==> config.mk <==
export PLATFORM = sky130hd
export DESIGN_NAME = elc_request_scheduler
export DESIGN_NICKNAME = d
export VERILOG_FILES = /design/src/rtl/elc_pkg.sv /design/src/rtl/elc_scan_pick.sv /design/src/rtl/elc_request_scheduler.sv
export SDC_FILE = /design/constraint.sdc
export NUM_CORES = 1
export LEC_CHECK = 0
export ABC_CLOCK_PERIOD_IN_PS = 4600
export CAP_MARGIN = 20
export CORE_MARGIN = 2
export CORE_UTILIZATION = 55
export CTS_BUF_LIST = sky130_fd_sc_hd__clkbuf_4
export CTS_CLUSTER_DIAMETER = 100
export DETAILED_ROUTE_END_ITERATION = 10
export MAX_ROUTING_LAYER = met4
export PLACE_DENSITY = 0.92
export SYNTH_ARGS = -nofsm -noshare
export SYNTH_HDL_FRONTEND = slang
export SYNTH_SLANG_ARGS = --single-unit
==> constraint.sdc <==
create_clock -name clk -period 4.6 [get_ports clk]
set_clock_uncertainty 0.15 [all_clocks]
set_input_delay 0.69 -clock clk [delete_from_list [all_inputs] [get_ports clk]]
set_output_delay 0.69 -clock clk [all_outputs]
set_load 0.01 [all_outputs]
==> src/rtl/elc_pkg.sv <==
// ----------------------------------------------------------------------------
// elc_pkg
// Shared definitions for the elevator request scheduler slice.
//   - state_t       : scheduler FSM states (IDLE, SELECT, DISPATCH, DWELL)
//   - DIR_UP/DOWN   : encoding of the SCAN sweep direction
//   - N_FLOORS_DEFAULT : default building height in floors
// No ports; imported by elc_scan_pick and elc_request_scheduler.
// ----------------------------------------------------------------------------
package elc_pkg;

    typedef enum logic [1:0] {
        IDLE     = 2'd0,
        SELECT   = 2'd1,
        DISPATCH = 2'd2,
        DWELL    = 2'd3
    } state_t;

    localparam logic DIR_UP   = 1'b1;
    localparam logic DIR_DOWN = 1'b0;

    localparam int N_FLOORS_DEFAULT = 8;

endpackage : elc_pkg

==> src/rtl/elc_scan_pick.sv <==
// ----------------------------------------------------------------------------
// elc_scan_pick
// Purely combinational SCAN (elevator algorithm) target picker.
// Ports:
//   pending   in  [N_FLOORS]  outstanding calls, one bit per floor
//   cur_floor in  [N_FLOORS]  current car position, one-hot (lowest bit used,
//                             all-zero is treated as floor 0)
//   sched_dir in  1           present sweep direction (DIR_UP / DIR_DOWN)
//   target    out [N_FLOORS]  chosen floor, one-hot (zero when nothing pending)
//   found     out 1           at least one call is pending
//   next_dir  out 1           sweep direction after this pick
// ----------------------------------------------------------------------------
module elc_scan_pick
    import elc_pkg::*;
#(
    parameter int N_FLOORS = N_FLOORS_DEFAULT
) (
    input  logic [N_FLOORS-1:0] pending,
    input  logic [N_FLOORS-1:0] cur_floor,
    input  logic                sched_dir,
    output logic [N_FLOORS-1:0] target,
    output logic                found,
    output logic                next_dir
);

    localparam int IW = (N_FLOORS > 1) ? $clog2(N_FLOORS) : 1;

    logic [IW-1:0] cur_idx;
    logic [IW-1:0] above_idx;
    logic [IW-1:0] below_idx;
    logic [IW-1:0] pick_idx;
    logic          above_found;
    logic          below_found;

    // Locate the car, then the nearest pending floor on each side of it.
    // Scanning downward and keeping the last hit yields the lowest index,
    // scanning upward yields the highest, which is exactly "nearest above"
    // and "nearest below" respectively.
    always_comb begin
        cur_idx     = '0;
        above_idx   = '0;
        below_idx   = '0;
        above_found = 1'b0;
        below_found = 1'b0;

        for (int i = N_FLOORS - 1; i >= 0; i--) begin
            if (cur_floor[i]) begin
                cur_idx = IW'(i);
            end
        end

        for (int i = N_FLOORS - 1; i >= 0; i--) begin
            if (pending[i] && (IW'(i) > cur_idx)) begin
                above_found = 1'b1;
                above_idx   = IW'(i);
            end
        end

        for (int i = 0; i < N_FLOORS; i++) begin
            if (pending[i] && (IW'(i) < cur_idx)) begin
                below_found = 1'b1;
                below_idx   = IW'(i);
            end
        end
    end

    // SCAN priority: serve the current floor first, otherwise keep sweeping
    // in the present direction, and only reverse when nothing lies ahead.
    // When we reverse, the other side must hold the call because 'found'
    // guarantees at least one pending bit somewhere.
    always_comb begin
        pick_idx = cur_idx;
        next_dir = sched_dir;
        found    = |pending;
        target   = '0;

        if (pending[cur_idx]) begin
            pick_idx = cur_idx;
        end else if (sched_dir == DIR_UP) begin
            if (above_found) begin
                pick_idx = above_idx;
            end else if (below_found) begin
                pick_idx = below_idx;
                next_dir = DIR_DOWN;
            end
        end else begin
            if (below_found) begin
                pick_idx = below_idx;
            end else if (above_found) begin
                pick_idx = above_idx;
                next_dir = DIR_UP;
            end
        end

        if (found) begin
            target[pick_idx] = 1'b1;
        end
    end

endmodule : elc_scan_pick

==> src/rtl/elc_request_scheduler.sv <==
// ----------------------------------------------------------------------------
// elc_request_scheduler
// Latches hall/car calls into a pending register and feeds the elevator
// controller one target floor at a time using SCAN ordering, with a door
// dwell interval (stalled by door/weight alerts) between dispatches.
// Ports:
//   clk           in  1           rising-edge clock
//   reset         in  1           synchronous, active-low reset
//   call_valid    in  1           call_floor is valid this cycle
//   call_floor    in  [N_FLOORS]  floors being called (multi-hot allowed)
//   cur_floor     in  [N_FLOORS]  controller's current floor, one-hot
//   complete      in  1           controller reached request_floor (pulse)
//   door_alert    in  1           stalls the dwell countdown
//   weight_alert  in  1           stalls the dwell countdown
//   request_floor out [N_FLOORS]  one-hot target floor (registered)
//   req_valid     out 1           request_floor is live (registered)
//   sched_dir     out 1           SCAN direction, 1 = up (registered)
//   pending       out [N_FLOORS]  outstanding calls (registered)
//   busy          out 1           FSM is not IDLE (decoded from state)
// ----------------------------------------------------------------------------
module elc_request_scheduler
    import elc_pkg::*;
#(
    parameter int N_FLOORS     = N_FLOORS_DEFAULT,
    parameter int DWELL_CYCLES = 4
) (
    input  logic                clk,
    input  logic                reset,
    input  logic                call_valid,
    input  logic [N_FLOORS-1:0] call_floor,
    input  logic [N_FLOORS-1:0] cur_floor,
    input  logic                complete,
    input  logic                door_alert,
    input  logic                weight_alert,
    output logic [N_FLOORS-1:0] request_floor,
    output logic                req_valid,
    output logic                sched_dir,
    output logic [N_FLOORS-1:0] pending,
    output logic                busy
);

    // Counter must be able to hold DWELL_CYCLES-1; sized from DWELL_CYCLES+1
    // so a dwell of 1 still gets a 1-bit counter.
    localparam int            CW         = $clog2(DWELL_CYCLES + 1);
    localparam logic [CW-1:0] DWELL_LOAD = CW'(DWELL_CYCLES - 1);

    state_t              state;
    state_t              state_next;
    logic [N_FLOORS-1:0] pending_next;
    logic [N_FLOORS-1:0] target_next;
    logic                req_valid_next;
    logic                dir_next;
    logic [CW-1:0]       dwell_cnt;
    logic [CW-1:0]       dwell_next;

    logic [N_FLOORS-1:0] pick_target;
    logic                pick_found;
    logic                pick_dir;

    // The picker always looks at the registered pending set, so a call
    // arriving in the SELECT cycle itself waits for the next pick.
    elc_scan_pick #(
        .N_FLOORS (N_FLOORS)
    ) u_scan_pick (
        .pending   (pending),
        .cur_floor (cur_floor),
        .sched_dir (sched_dir),
        .target    (pick_target),
        .found     (pick_found),
        .next_dir  (pick_dir)
    );

    assign busy = (state != IDLE);

    // Next-state and next-output logic. Every registered output is computed
    // here so the values leave the flops clean and glitch-free. Call capture
    // runs first in every state; the DISPATCH completion then masks the
    // target bit out of the merged value, so a same-cycle call for the
    // floor just served is dropped while calls for other floors survive.
    always_comb begin
        state_next     = state;
        pending_next   = pending;
        target_next    = request_floor;
        req_valid_next = req_valid;
        dir_next       = sched_dir;
        dwell_next     = dwell_cnt;

        if (call_valid) begin
            pending_next = pending | call_floor;
        end

        case (state)
            IDLE: begin
                req_valid_next = 1'b0;
                if (pending != '0) begin
                    state_next = SELECT;
                end
            end

            SELECT: begin
                if (pick_found) begin
                    target_next    = pick_target;
                    dir_next       = pick_dir;
                    req_valid_next = 1'b1;
                    state_next     = DISPATCH;
                end else begin
                    state_next = IDLE;
                end
            end

            DISPATCH: begin
                if (complete) begin
                    pending_next   = pending_next & ~request_floor;
                    dwell_next     = DWELL_LOAD;
                    req_valid_next = 1'b0;
                    state_next     = DWELL;
                end
            end

            DWELL: begin
                req_valid_next = 1'b0;
                if (!door_alert && !weight_alert) begin
                    if (dwell_cnt == '0) begin
                        state_next = (pending != '0) ? SELECT : IDLE;
                    end else begin
                        dwell_next = dwell_cnt - CW'(1);
                    end
                end
            end

            default: begin
                state_next     = IDLE;
                req_valid_next = 1'b0;
            end
        endcase
    end

    // State and output registers. Reset is synchronous and active-low; it
    // wins over everything else, so a complete or call seen during reset is
    // simply discarded.
    always_ff @(posedge clk) begin
        if (!reset) begin
            state         <= IDLE;
            pending       <= '0;
            request_floor <= '0;
            req_valid     <= 1'b0;
            sched_dir     <= DIR_UP;
            dwell_cnt     <= '0;
        end else begin
            state         <= state_next;
            pending       <= pending_next;
            request_floor <= target_next;
            req_valid     <= req_valid_next;
            sched_dir     <= dir_next;
            dwell_cnt     <= dwell_next;
        end
    end

endmodule : elc_request_scheduler

==> metrics.md <==
| Metric | Value |
|---|---|
| IO Port Bufs | 40 |
| Synthesized cell area | 1770 um2 |
| Slowest-stage cell, CP | a311oi_1 |
| Power per cell area | approximately 260 nW/um2 |
| Vias | 2011 |
| Final hold violation count | 0 |
| Crit path time final | 3.70 ns |
| DIE HEIGHT | 60.8 um |
| Syn Nets | 249 |
| Post-synthesis async set-or-reset flop share | 0 |
| Post-synth EDFFs | 0 |
| CTS H-tree depth | 1 |
| Residual DRC | 0 |
| Leakage power | 0.764 nW |
| Top-area cell type share of the netlist area | 0.260 |
| Unique cell type count in the Yosys netlist | 64 |
| Via density | roughly 6.6 |
| Routability Congestion | 1.07 |
| RSZ-0062 raised after global routing | false |
| Largest net degree at the start of global routing | 15 |
| Synth Area in Compound Gates | 0.408 |
| Pre-antenna DRT Iters | 4 |
| Status | finished, final reports clean |
| Hold slack | around 0.32 ns |
| Total track usage | 0.305 |
| Pre-CTS setup slack | 0.655 ns |
| Max Clock Freq | 0.270 GHz |
| Setup tns final | 0 ns |
| Flops & latches, synth | 23 |
| Final Max Slew Viols | 0 |
| Core Region | about 3100 um2 |
| Per-cell routed wire length | 17.0 um |
| Fin nets | 286 |
| Worst R2R End | request_floor[0] |
| PostCTS Resize Cnt | 0 |
| Hold EP | pending[2] |
| Avg Synthesized Cell Area | 7.89 um2 |
| Post CTS Setup Buffer Count | 0 |
| Combinational family with the most area after synthesis | compound AO/OA/AOI/OAI gates |
| Final HPWL DP | 3.98 mm |
| Share of layout cells above drive strength 1 | 0.0996 |
| Worst Reg-to-Reg Cells | 6 |
| Clock buffer depth | 2 |
| Final setup viols | 0 |
| CTS root buf | clkbuf_4 |
| Fraction of synthesized area in multiplexers | 0 |
| Worst R2R Setup Slack | 2.00 ns |
| Tot Pwr | about 580 uW |
| Die W | 60.8 um |
| CTS tree | yes |
| Reg2reg start | pending[3] |
| Final setup margin | approximately 0.90 ns |
| Sequential area share after synthesis | 0.260 |
| Worst Path Arrival | 3.77 ns |
| First-pass GRT wire length | between 8 and 9 mm |
| Largest stage delay, worst path | 0.61 ns |
| Post-synth top flop | dfxtp_1 |
| Yosys top cell by area | dfxtp_1 |
| Crit path max-delay family | compound AO/OA/AOI/OAI gates |
| Synth Area in XOR/XNOR | 0.00494 |
| CTS Hold Bufs | 0 |
| Top post-synthesis cells by area | dfxtp_1 (26%), a211oi_1 (6.3%), nand2_1 (5.1%) |
| Worst-Skew Late Latency | 0.31 ns |
| Total die area | 3700 um2 |
| Top-count cell post-synth | nand2_1 |
| Clock transition at path regs | 0.12 ns |
| Post-Synth Simple-Gate Area | 0.266 |
| Slew headroom | 0.611 |
| Crit path max fanout | 8 |
| Initial antenna violation count | 0 |
| Number of synthesis warnings | 0 |
| Synth Instances | 225 |
| HP Class | flop to flop |
| Worst Path Required | 4.67 ns |
| Nature of the critical path startpoint | input port |
| CP cell instances | clkdlybuf4s50_1 > nor3_1 > o21ai_0 > a311oi_1 > o311ai_4 > or4b_1 > o41a_2 > and2_4 > o41ai_2 |
| Num CTS Buffers | 3 |
| Period utilization | 0.805 |
| Clk sinks | 23 |
| N_diodes | 0 |
| Most frequent cells after synthesis | nand2_1 (24), dfxtp_1 (23), a21oi_1 (17), nor2_1 (17) |
| Max_cap viols | 0 |
| Cell Rows | 20 |
| Vias in the first global route | roughly 1700 |
| Worst slew pin tran | 0.580 ns |
| Area grow syn2layout | 25.2% |
| Remaining antenna violation count | 0 |
| I/O pins | a little over 40 |
| Remaining Overflow, GRT | 0 |
| Post-synthesis adder-cell area fraction | 0.0141 |
| Buf/Inv on CP | 1 |
| Initial Util | 0.581 |
| Initial DRC count | 162 |
| WL final | 5.19 mm |
| Hold Crit Start | request_floor[2] |
| CP endpoint kind | flop |
| Hold depth | 1 |
| Crit path kind | input port to flop |
| Max IR drop VDD | 0.000264 V |
==> kinds of logic after synthesis <==
family | after synthesis
AOI/OAI and AO/OA | 94
buffers and inverters | 18
DFF | 23
xor gates and xnor gates | 1
and+or+nand+nor | 87
adders and majority gates | 2
==> power by group <==
group	switching (mW)	internal [mW]
logic	0.127	0.112
clock network	0.0562	0.0397
registers	0.0298	0.219
total	0.213	0.371
==> worst register-to-register path: stages (launching register included) <==
cell and delay (ns):
dfxtp_1 0.46, a311oi_1 0.58, o311ai_4 0.16, or4b_1 0.53
o41a_2 0.16, and2_4 0.18, o41ai_2 0.30
==> state kept, by name, summed over array words and instances (netlist names), named ones only <==
| register | count |
|---|---|
| dwell_cnt | 3 |
| pending | 8 |
| req_valid | 1 |
| request_floor | 8 |
| sched_dir | 1 |
| state | 1 |
==> layer usage <==
| metal | up-vias | GRT usage | share of wire |
|---|---|---|---|
| li1 | 952 | - | - |
| met1 | 916 | 0.424 | 0.43 |
| met2 | 133 | 0.452 | 0.45 |
| met3 | 10 | 0.0746 | 0.10 |
| met4 | 0 | 0.0590 | 0.013 |
| met5 | - | - | 0 |
==> layout by cell type (no fill, tap or decap), types with 3 or more instances in the layout <==
cell type        Yosys  layout
and2_1               5       5
a21oi_1             17      17
a32oi_1              5       5
nand3_1              6       6
nor2b_1              3       3
nand2_1             24      24
a31oi_1              3       3
a211oi_1            15      15
inv_1                8       8
nor3_1               7       7
o31ai_1              5       5
o21ai_0             15      15
o211ai_1             5       5
nor2_1              17      17
and3_1               3       3
clkdlybuf4s50_1      0      40
clkbuf_4             0       4
dfxtp_1             23      23
nand4_1              3       3
==> cell type report <==
| class | instances | area (um2) |
|---|---|---|
| Multi-Input combinational cell | 184 | 1230 |
| Fill cell | 236 | 832 |
| Sequential cell | 23 | 460 |
| Timing Repair Buffer | 42 | 415 |
| Tap cell | 44 | 55.1 |
| Clock buffer | 4 | 30.0 |
| Inverter | 8 | 30.0 |
==> how the worst max path moves through the flow <==
stage                 start          endpoint  slack (ns)  cells after the start
5_1_grt        cur_floor[4]  request_floor[0]        0.72                      9
3_3_place_gp   cur_floor[4]  request_floor[0]        0.68                      9
3_5_place_dp   cur_floor[4]  request_floor[0]        0.66                      9
6_report       cur_floor[4]  request_floor[0]        0.90                      9
2_1_floorplan  cur_floor[2]  request_floor[0]        1.41                      9
4_1_cts        cur_floor[4]  request_floor[0]        0.95                      9
==> metrics by stage <==
step                      std cells  instance area [um2]  utilization
after floorplan                 225                 1770            -
after global placement          301                 2190        0.718
after detailed placement        301                 2190        0.718
after CTS                       305                 2220        0.727
after global routing            305                 2220        0.727
final                           305                 2220        0.727
Power figures use the tool's default switching activity.
